--- src/rtl/cnn_pkg.sv ---
// cnn_pkg: shared frame-state type and counter width helper for the CNN window datapath
package cnn_pkg;
  typedef enum logic [1:0] {IDLE, RUN, FLUSH, DONE} state_e;
  function automatic int cw(input int n);
    return n < 2 ? 1 : $clog2(n);
  endfunction
endpackage

--- src/rtl/conv_window_ctrl_if.sv ---
// conv_window_ctrl_if: frame control, source stream, line-buffer feed and window handshake
interface conv_window_ctrl_if #(parameter int DATA_W = 8, parameter int IMG_W = 4, parameter int IMG_H = 4);
  import cnn_pkg::*;
  localparam int RW = cw(IMG_H);
  localparam int CW = cw(IMG_W);
  logic start, busy, done;
  logic s_valid, s_ready;
  logic signed [DATA_W-1:0] s_pixel, lb_pixel;
  logic lb_clr, lb_in_valid;
  logic win_valid, win_ready;
  logic [RW-1:0] win_row;
  logic [CW-1:0] win_col;
  modport master (
    input start, s_valid, s_pixel, win_ready,
    output busy, done, s_ready, lb_clr, lb_in_valid, lb_pixel, win_valid, win_row, win_col
  );
  modport slave (
    output start, s_valid, s_pixel, win_ready,
    input busy, done, s_ready, lb_clr, lb_in_valid, lb_pixel, win_valid, win_row, win_col
  );
endinterface

--- src/rtl/conv_window_ctrl_raster_counter.sv ---
// raster_counter: raster-order row/column position of the next pixel, with end-of-frame flag
module raster_counter import cnn_pkg::*; #(
  parameter int IMG_W = 4,
  parameter int IMG_H = 4,
  parameter int RW = cw(IMG_H),
  parameter int CW = cw(IMG_W)
) (
  input  logic          clk,
  input  logic          rst,
  input  logic          clr,
  input  logic          inc,
  output logic [RW-1:0] row,
  output logic [CW-1:0] col,
  output logic          last
);
  logic [RW-1:0] row_q, row_d;
  logic [CW-1:0] col_q, col_d;
  logic col_end;
  assign col_end = col_q == CW'(IMG_W - 1);
  assign last = col_end && row_q == RW'(IMG_H - 1);
  assign row = row_q;
  assign col = col_q;
  // step one position per accepted pixel; column wraps at row end, both wrap after the last pixel
  always_comb begin
    row_d = clr || (inc && last) ? '0 : inc && col_end ? row_q + RW'(1) : row_q;
    col_d = clr || (inc && col_end) ? '0 : inc ? col_q + CW'(1) : col_q;
  end
  // position registers
  always_ff @(posedge clk) begin
    if (rst) begin
      row_q <= '0;
      col_q <= '0;
    end else begin
      row_q <= row_d;
      col_q <= col_d;
    end
  end
endmodule

--- src/rtl/conv_window_ctrl.sv ---
// conv_window_ctrl: frame sequencer qualifying strided 3x3 windows from a raster pixel stream
module conv_window_ctrl import cnn_pkg::*; #(
  parameter int DATA_W = 8,
  parameter int IMG_W  = 4,
  parameter int IMG_H  = 4,
  parameter int STRIDE = 1
) (
  input logic clk,
  input logic rst,
  conv_window_ctrl_if.master io
);
  localparam int RW = cw(IMG_H);
  localparam int CW = cw(IMG_W);
  state_e state_q, state_d;
  logic busy_q, busy_d, done_q, done_d, win_valid_q, win_valid_d;
  logic [RW-1:0] win_row_q, win_row_d, row, rm;
  logic [CW-1:0] win_col_q, win_col_d, col, cm;
  logic signed [DATA_W-1:0] pix;
  logic go, accept, last, qual, hs;
  assign go = state_q == IDLE && io.start;
  assign hs = win_valid_q && io.win_ready;
  // a pending window blocks the source so the line buffer cannot shift under it
  assign io.s_ready = state_q == RUN && (!win_valid_q || io.win_ready);
  assign accept = io.s_valid && io.s_ready;
  assign pix = io.s_pixel;
  assign io.lb_pixel = pix;
  assign io.lb_in_valid = accept;
  assign io.lb_clr = go;
  assign io.busy = busy_q;
  assign io.done = done_q;
  assign io.win_valid = win_valid_q;
  assign io.win_row = win_row_q;
  assign io.win_col = win_col_q;
  raster_counter #(.IMG_W(IMG_W), .IMG_H(IMG_H)) u_cnt (
    .clk(clk), .rst(rst), .clr(go), .inc(accept), .row(row), .col(col), .last(last)
  );
  // the window's bottom-right pixel must sit on the stride grid starting at (2,2)
  assign rm = row - RW'(2);
  assign cm = col - CW'(2);
  assign qual = row >= RW'(2) && col >= CW'(2) && rm % RW'(STRIDE) == '0 && cm % CW'(STRIDE) == '0;
  // frame sequencing and window hold/replace; a same-cycle qualifying accept overrides the handshake clear
  always_comb begin
    state_d = go ? RUN
            : accept && last ? FLUSH
            : state_q == FLUSH && (!win_valid_q || io.win_ready) ? DONE
            : state_q == DONE ? IDLE
            : state_q;
    win_valid_d = (accept && qual) || (win_valid_q && !hs);
    win_row_d = accept && qual ? rm / RW'(STRIDE) : win_row_q;
    win_col_d = accept && qual ? cm / CW'(STRIDE) : win_col_q;
    busy_d = state_d == RUN || state_d == FLUSH;
    done_d = state_d == DONE;
  end
  // state and registered outputs
  always_ff @(posedge clk) begin
    if (rst) begin
      state_q <= IDLE;
      busy_q <= 1'b0;
      done_q <= 1'b0;
      win_valid_q <= 1'b0;
      win_row_q <= '0;
      win_col_q <= '0;
    end else begin
      state_q <= state_d;
      busy_q <= busy_d;
      done_q <= done_d;
      win_valid_q <= win_valid_d;
      win_row_q <= win_row_d;
      win_col_q <= win_col_d;
    end
  end
endmodule

--- src/flat_wrapper.sv ---
// flat-port wrapper written by rule: the top's interface ports become plain ports
module conv_window_ctrl_flat import cnn_pkg::*;
#(
  parameter int DATA_W = 8,
  parameter int IMG_W  = 4,
  parameter int IMG_H  = 4,
  parameter int STRIDE = 1
)
  (clk, rst, io_start, io_s_valid, io_s_pixel, io_win_ready, io_busy, io_done, io_s_ready, io_lb_clr, io_lb_in_valid, io_lb_pixel, io_win_valid, io_win_row, io_win_col);
  conv_window_ctrl_if #(.DATA_W(DATA_W), .IMG_W(IMG_W), .IMG_H(IMG_H)) io_i ();
  input logic clk;
  input logic rst;
  input wire logic [$bits(io_i.start)-1:0] io_start;
  input wire logic [$bits(io_i.s_valid)-1:0] io_s_valid;
  input wire logic [$bits(io_i.s_pixel)-1:0] io_s_pixel;
  input wire logic [$bits(io_i.win_ready)-1:0] io_win_ready;
  output wire logic [$bits(io_i.busy)-1:0] io_busy;
  output wire logic [$bits(io_i.done)-1:0] io_done;
  output wire logic [$bits(io_i.s_ready)-1:0] io_s_ready;
  output wire logic [$bits(io_i.lb_clr)-1:0] io_lb_clr;
  output wire logic [$bits(io_i.lb_in_valid)-1:0] io_lb_in_valid;
  output wire logic [$bits(io_i.lb_pixel)-1:0] io_lb_pixel;
  output wire logic [$bits(io_i.win_valid)-1:0] io_win_valid;
  output wire logic [$bits(io_i.win_row)-1:0] io_win_row;
  output wire logic [$bits(io_i.win_col)-1:0] io_win_col;
  assign io_i.start = io_start;
  assign io_i.s_valid = io_s_valid;
  assign io_i.s_pixel = io_s_pixel;
  assign io_i.win_ready = io_win_ready;
  assign io_busy = io_i.busy;
  assign io_done = io_i.done;
  assign io_s_ready = io_i.s_ready;
  assign io_lb_clr = io_i.lb_clr;
  assign io_lb_in_valid = io_i.lb_in_valid;
  assign io_lb_pixel = io_i.lb_pixel;
  assign io_win_valid = io_i.win_valid;
  assign io_win_row = io_i.win_row;
  assign io_win_col = io_i.win_col;
  conv_window_ctrl #(.DATA_W(DATA_W), .IMG_W(IMG_W), .IMG_H(IMG_H), .STRIDE(STRIDE)) u_core (.clk(clk), .rst(rst), .io(io_i));
endmodule
--- config.mk ---
export PLATFORM = sky130hd
export DESIGN_NAME = conv_window_ctrl_flat
export DESIGN_NICKNAME = d
export VERILOG_FILES = /design/src/rtl/cnn_pkg.sv /design/src/rtl/conv_window_ctrl_if.sv /design/src/rtl/conv_window_ctrl_raster_counter.sv /design/src/rtl/conv_window_ctrl.sv /design/src/flat_wrapper.sv
export SDC_FILE = /design/constraint.sdc
export NUM_CORES = 1
export LEC_CHECK = 0
export ABC_AREA = 1
export CAP_MARGIN = 20
export CORE_MARGIN = 5
export CORE_UTILIZATION = 35
export CTS_CLUSTER_DIAMETER = 40
export CTS_CLUSTER_SIZE = 20
export DETAILED_ROUTE_END_ITERATION = 8
export PLACE_DENSITY = 0.79
export SYNTH_ARGS = -nofsm -noshare
export SYNTH_HDL_FRONTEND = slang
export SYNTH_SLANG_ARGS = --single-unit
--- constraint.sdc ---
create_clock -name clk -period 4.2 [get_ports clk]
set_input_delay 0.84 -clock clk [delete_from_list [all_inputs] [get_ports clk]]
set_output_delay 0.84 -clock clk [all_outputs]
set_load 0.05 [all_outputs]
==> results of run 1 <==
[area by class of cell]
| type | instances | area (sq um) |
|---|---|---|
| sequential | 13 | 260 |
| timing repair buffer | 14 | 140 |
| multi-input combinational | 61 | 328 |
| inverter | 15 | 56.3 |
| clock buffer | 4 | 26.3 |
| tap | 27 | 33.8 |
| fill | 213 | 1100 |
[registers in the layout (all words and copies together), names as in the netlist]
| name | count |
|---|---|
| u_core.io.win_row | 2 |
| u_core.u_cnt.row | 2 |
| u_core.u_cnt.col | 2 |
| u_core.io.done | 1 |
| u_core.state_q | 2 |
| u_core.io.win_valid | 1 |
| u_core.io.busy | 1 |
| u_core.io.win_col | 2 |
[per-layer routing]
metal  track usage  vias up
met5             0        -
met4        0.0913        0
met3        0.0218        7
met2         0.150       28
met1         0.122      243
li1              -      307
[through the flow]
| step | cell area, sq um | hold WS [ps] | cells | power, uW | setup slack (ps) |
|---|---|---|---|---|---|
| 2_1_floorplan | 704 | 460 | 97 | 174 | 1770 |
| 3_3_place_gp | 818 | 462 | 130 | 166 | 869 |
| 3_5_place_dp | 818 | 474 | 130 | 167 | 843 |
| 4_1_cts | 845 | 488 | 134 | 246 | 837 |
| 5_1_grt | 845 | 514 | 134 | 256 | 778 |
| 6_report | 845 | 485 | 134 | 241 | 837 |
[power by group]
group / switching [uW] / total [uW] / internal (uW)
Sequential: 1.21 / 126 / 125
Combinational: 24.2 / 37.3 / 13.2
Clock: 40.5 / 77.4 / 36.9
[cells in the final DEF, fill, tap and decap left out, drive strengths merged]
cell	count
or2	1
inv	15
ha	5
a21oi	6
nand2	24
clkdlybuf4s50	14
nand4	4
nand3	1
o21ai	2
nor2	18
clkbuf	4
dfxtp	13
[critical path, cell delays in order]
cell	delay [ps]
sky130_fd_sc_hd__clkdlybuf4s50_1	480
sky130_fd_sc_hd__inv_1	40
sky130_fd_sc_hd__nand2_1	130
sky130_fd_sc_hd__nand3_4	120
sky130_fd_sc_hd__inv_1	100
sky130_fd_sc_hd__clkdlybuf4s50_1	810
[how the worst max path moves through the flow]
stage                          end  slack (ps)  depth (start not counted)          from
floorplan               io_s_ready        1770                          2  io_win_ready
global placement    io_lb_in_valid         870                          6  io_win_ready
global route        io_lb_in_valid         780                          6  io_win_ready
finish              io_lb_in_valid         840                          6  io_win_ready
detailed placement  io_lb_in_valid         840                          6  io_win_ready
CTS                 io_lb_in_valid         840                          6  io_win_ready
[kinds of logic after synthesis]
kind of cell | after synthesis | synth area share
compound gates | 8 | 0.0622
fa+ha+maj | 5 | 0.0888
buf+inv | 23 | 0.165
flops | 13 | 0.369
simple gates | 48 | 0.314
==> run summary, run 1 <==
The met3 wire length came out at ~130 um. The initial cell density of the core came out at 0.363. The average instance in the mapped netlist occupies a little over 7 sq um. The number of nets in the synthesized netlist came out at 115.

The clock buffer count from CTS is 3. Summing every instance area after synthesis gives 704 sq um. The maximum clock rate is 0.297 GHz. At the end of the flow, the number of nets in the layout was 126. The via count of the first global-routing pass came out at ~550. For this design the static power due to leakage is about 0.00037 uW. The area share of the largest cell type after synthesis came out at 0.369. The latest clock arrival within the worst-skew pair came out at roughly 280 ps.

The CTS H-tree depth came out at 1. The half-perimeter wire length after detailed placement is around 1000 um. The width of the die came out at 54.9 um. The area inside the core boundary is between 1500 and 2000 sq um. In the final routed layout, each cell accounts on average for 9.51 um. The highest fanout seen on the critical path came out at 5. The post-synthesis async set-or-reset flop share is 0.

In this run the remaining antenna-violating nets after routing total 0. The number of synthesized flops with an enable pin came out at 0. The number of max-slew violations in the final report came to 0. The detailed route wirelength on metal2 came out at 546 um.

The top-level I/O count is 31. Relative to the synthesized area, the layout overhead comes to 19.9%. The worst hold path belongs to the class reg -> reg. The count of cells resized by post-cts repair is 0. The endpoint identified for the worst register-to-register timing path is u_core.io.busy. The die area is about 3000 sq um. The via density per instance came out at between 4 and 5. For hold timing, the worst endpoint is u_core.io.win_row[0].

The category of the most critical setup path is in -> out. The depth of the worst register-to-register path came out at 9. Of the cells placed in the final design, the portion with a size suffix greater than 1 is 0.0748.

The share of the Yosys chip area taken by registers is 0.369. The synthesized design spends more area on one cell type than any other, namely sky130_fd_sc_hd__dfxtp_1. The clock passes through at most 2 buffers.

The power per unit of standard cell area came out at approximately 290 nW/um^2. The clock arrives with about 3.4 ps of skew. The category of the worst setup path launch point is an input pin. The worst-margin pin slew came out at 500 ps. The startpoint identified for the worst hold timing path is u_core.io.win_row[0]. The worst endpoint data arrival time is between 2000 and 3000 ps. The endpoint kind of the worst setup timing path is an output port. The final layout contains routed wiring with a total length of between 1000 and 1500 um. The setup TNS came out at 0 ps.

The worst slew slack as a fraction of its limit is 0.665. The startpoint of the most critical register-to-register path is u_core.u_cnt.col[1]. The instance count along the most critical hold path is 2. The all-layer global routing usage came out at 0.102. After detailed routing, the number of remaining DRC violations is 0. For this run, the leading register cell type out of synthesis is sky130_fd_sc_hd__dfxtp_1. The count of buffers added on input and output ports is 14. The number of rows in the core area is 16. The final design utilization is 0.435.

The floorplan step set the die height to between 50 and 60 um. The synthesized instance count is 97. The first-pass GRT wire length came out at approximately 2100 um. The number of antenna violations at the first check in global routing came to 0. The routed metal-1 wire length is around 540 um.

Setup violations remaining at the end of the flow were counted as 0. The topmost layer with routed signal wires is met4. The total iterations of the first detailed-routing run is 4. The number of hold buffers added after CTS was 0.

For this run, the number of Yosys warnings is 0. The cell sitting at the root of the clock tree is a sky130_fd_sc_hd__clkbuf_4. The synthesized design contains 13 register bits. The maximum VDD drop is 93.4 uV.

At the end of routability-driven placement, the weighted congestion stood at about 0.74. TritonCTS built the clock tree. The flow ran to the end, and the final reports show no timing, DRC or antenna violations. The residual overflow from global routing came out at 0.

The number of max-capacitance violations reported is 0. The total vias in the final route is around 590. After clock tree synthesis, the clock-pin slew on the worst setup and hold paths is about 70 ps.

The minimum setup slack among reg-to-reg paths came out at between 2000 and 3000 ps. The hold violation total from the final report was 0. After synthesis, the most frequently instantiated cells are sky130_fd_sc_hd__nand2_1, sky130_fd_sc_hd__nor2_1, sky130_fd_sc_hd__inv_1. Setup repair after global routing left no endpoint under its margin. After clock tree synthesis, the setup repair step added 0 buffers. sky130_fd_sc_hd__nand2_1 is the most common cell in the netlist. The number of DRC markers after the initial detailed-route iteration came out at 10. The total clock sinks is 13. Of the available clock period, the critical path in the final layout requires 0.801. The number of diodes is 0. The data required time at the worst endpoint is 3360 ps. The clock period minus worst slack is around 3400 ps. The count of unique library cells instantiated by Yosys came out at 14. By area the synthesized netlist is led by sky130_fd_sc_hd__dfxtp_1, sky130_fd_sc_hd__nand2_1, sky130_fd_sc_hd__ha_1. The largest net degree at the start of global routing came out at 10.
(Power assumes the default switching activity.)
==> inputs of run 2 (changes only) <==
--- a/config.mk
+++ b/config.mk
@@ -12,7 +12,7 @@
 export CTS_CLUSTER_DIAMETER = 40
 export CTS_CLUSTER_SIZE = 20
 export DETAILED_ROUTE_END_ITERATION = 8
-export PLACE_DENSITY = 0.79
+export PLACE_DENSITY = 0.81
 export SYNTH_ARGS = -nofsm -noshare
 export SYNTH_HDL_FRONTEND = slang
 export SYNTH_SLANG_ARGS = --single-unit
==> constraint.sdc (replaced) <==
create_clock -name clk -period 2.9 [get_ports clk]
set_input_delay 0.58 -clock clk [delete_from_list [all_inputs] [get_ports clk]]
set_output_delay 0.58 -clock clk [all_outputs]
set_load 0.05 [all_outputs]
==> run 2 against run 1 <==
- count of clock-buffer cells in the layout stayed put
- combinational power is 49% higher
- clock skew is 2.3 ps higher
- die area stayed put
- sequential cell count stayed put
- design area is 0.59% higher
- clock power is 40% higher
- sequential share of layout area is 0.18 points lower
- setup slack worse by 140 ps
- sequential power is 45% higher
- global-route usage is 0.23 points higher
- largest power group unchanged
==> run summary, run 2 (same netlist as run 1, synthesis figures left out) <==
The instance count along the most critical hold path came out at 2. Timing would allow up to between 0.4 and 0.5 GHz. Once the clock tree was built, the resizer swapped 0 gates to a different size.

The total wire length after detailed routing came out at between 1000 and 1500 um. The number of hold buffers added after CTS is 0. The most common cell type on the critical path is sky130_fd_sc_hd__inv_1.

The initial utilization of the core area, before any placement, comes to 0.363. The count of endpoints failing setup in the final report is 0. The largest single stage delay on the critical path is about 470 ps. At the pin with the least slew margin, the transition time is a little over 500 ps. In this run the worst hold path is classified as reg -> reg. The congestion estimate from routability-driven global placement came to between 0.8 and 0.9. The later pin in the worst-skew pair is clocked with a latency of between 200 and 300 ps. Fill cells in the final layout number 210. The first-pass GRT wire length is 2190 um. Along the worst path, the maximum fanout reaches 5. STA classifies the critical path endpoint as an output port. The clock period minus worst slack is 2200 ps.

The clock buffer count from CTS came out at 3. The count of buffers added by post-CTS timing repair for setup is 0. The cell type of the slowest stage on the worst timing path is sky130_fd_sc_hd__clkdlybuf4s50_1. In the global route stage, overall resource usage came out at 0.104. The number of max-slew violations in the final report came out at 0. For the worst setup path, the data arrival time is roughly 1600 ps.

For this run, the detailed router's first-pass iteration total came to 4. In this run the clock root is driven by a sky130_fd_sc_hd__clkbuf_4. The half-perimeter wire length after detailed placement came out at roughly 1000 um. The via count of the first global-routing pass was 534. The TritonCTS clock tree is done. The placement-stage worst setup slack is between 600 and 700 ps. The number of DRC markers after the initial detailed-route iteration is 11. The via density per instance is around 4.4. The run finished with clean final reports. The data required time at the worst endpoint came out at approximately 2300 ps. The height of the die came out at approximately 55 um. The hold violation total from the final report was 0. The setup TNS came out at 0 ps. In this run the core area contains 16 standard-cell rows.

The area growth from synthesis to layout is 20.6%. The fraction of layout instances using a drive strength above 1 came out at 0.103. The maximum VDD drop is around 240 uV. The cell depth of the worst setup path came out at 6. The leakage power summed over all cells is roughly 0.00037 uW. The number of max-capacitance violations reported came out at 0.

On the critical path the largest part of the delay comes from buffers and inverters. After detailed routing, the number of remaining DRC violations is 0. The region available for standard cell placement spans just under 2000 sq um.

CTS built an H-tree with a depth of 1. The routed layout has 590 vias. The maximum root-to-sink buffer count came out at 2. The power per unit of standard cell area is 408 nW/um^2. The total clock sinks came out at 13. The number of nets at the end of the flow is around 130. Entering global routing, the biggest net connects 10 pins. The most common cell after layout, fill and taps aside is sky130_fd_sc_hd__nand2_1. The number of buffers inserted by port buffering is 14. The worst setup path is of the in -> out kind. The per-cell routed wire length is just under 10 um.

The number of diodes is 0. STA classifies the critical path startpoint as an input pin. For the final database, setup skew stands at 5.66 ps. The top-level I/O count is 31. The share of the cycle needed by the critical path after routing came out at 0.759. The number of cells on the worst reg-to-reg path is 9. The width of the die came out at approximately 55 um. Setup repair after global routing left no endpoint under its margin. The sum of buffers and inverters on the critical path came out at 4. After clock tree synthesis, the clock-pin slew on the worst setup and hold paths is around 70 ps. The residual overflow from global routing is 0. The die area came out at around 3000 sq um. The final antenna-violating net count came out at 0.

The worst slew slack as a fraction of its limit is 0.661. Traced cell by cell, the critical path runs through clkdlybuf4s50_1, inv_1, nand2_1, nand3_4, inv_1, buf_12. The worst path meets setup with 698 ps of slack. Leaving out fill and tap cells, the most frequent cells in the layout are sky130_fd_sc_hd__nand2_1, sky130_fd_sc_hd__nor2_1, sky130_fd_sc_hd__inv_1, sky130_fd_sc_hd__dfxtp_1, sky130_fd_sc_hd__clkdlybuf4s50_1. The number of antenna violations at the first check in global routing came to 0.
-- run 2: cell type report --
cell class              count  area (sq um)  area share
repair buffers             14           145       0.171
multi-input cells          61           328       0.386
well taps                  27          33.8      0.0398
flip-flops and latches     13           260       0.306
clock buffers               4          26.3      0.0309
inverters                  15          56.3      0.0663
-- run 2: layer usage --
metal  global-route usage  part of all wire
met2                0.179              0.48
met1                0.101              0.42
met4               0.0498             0.016
met5                    0                 0
met3               0.0545             0.087
-- run 2: final timing paths --
kind	start	endpoint	slack (ps)
setup / recovery	io_win_ready	io_lb_in_valid	700
hold reg to reg	u_core.io.win_col[1]	u_core.io.win_col[1]	480
hold / removal	u_core.io.win_col[1]	u_core.io.win_col[1]	480
setup reg to reg	u_core.u_cnt.col[1]	u_core.io.busy	1290
-- run 2: worst register-to-register path: cells and delay by family (launching register included) --
kind          cells  cell delay, ps
buf+inv           2             100
flops             1             410
simple gates      5             450
fa+ha+maj         2             530
-- run 2: report_power, final --
part           internal, uW  switching (uW)
Clock                  53.3            54.8
Combinational          19.8            35.6
Sequential              181            1.82
-- run 2: stage by stage --
stage | utilization | area, sq um | total power [uW] | instances | hold slack [ps]
after floorplan | - | 704 | 252 | 97 | 460
after detailed placement | 0.424 | 823 | 243 | 130 | 471
after CTS | 0.438 | 850 | 355 | 134 | 486
after global placement | 0.424 | 823 | 242 | 130 | 462
final | 0.438 | 850 | 347 | 134 | 481
after global routing | 0.438 | 850 | 367 | 134 | 519
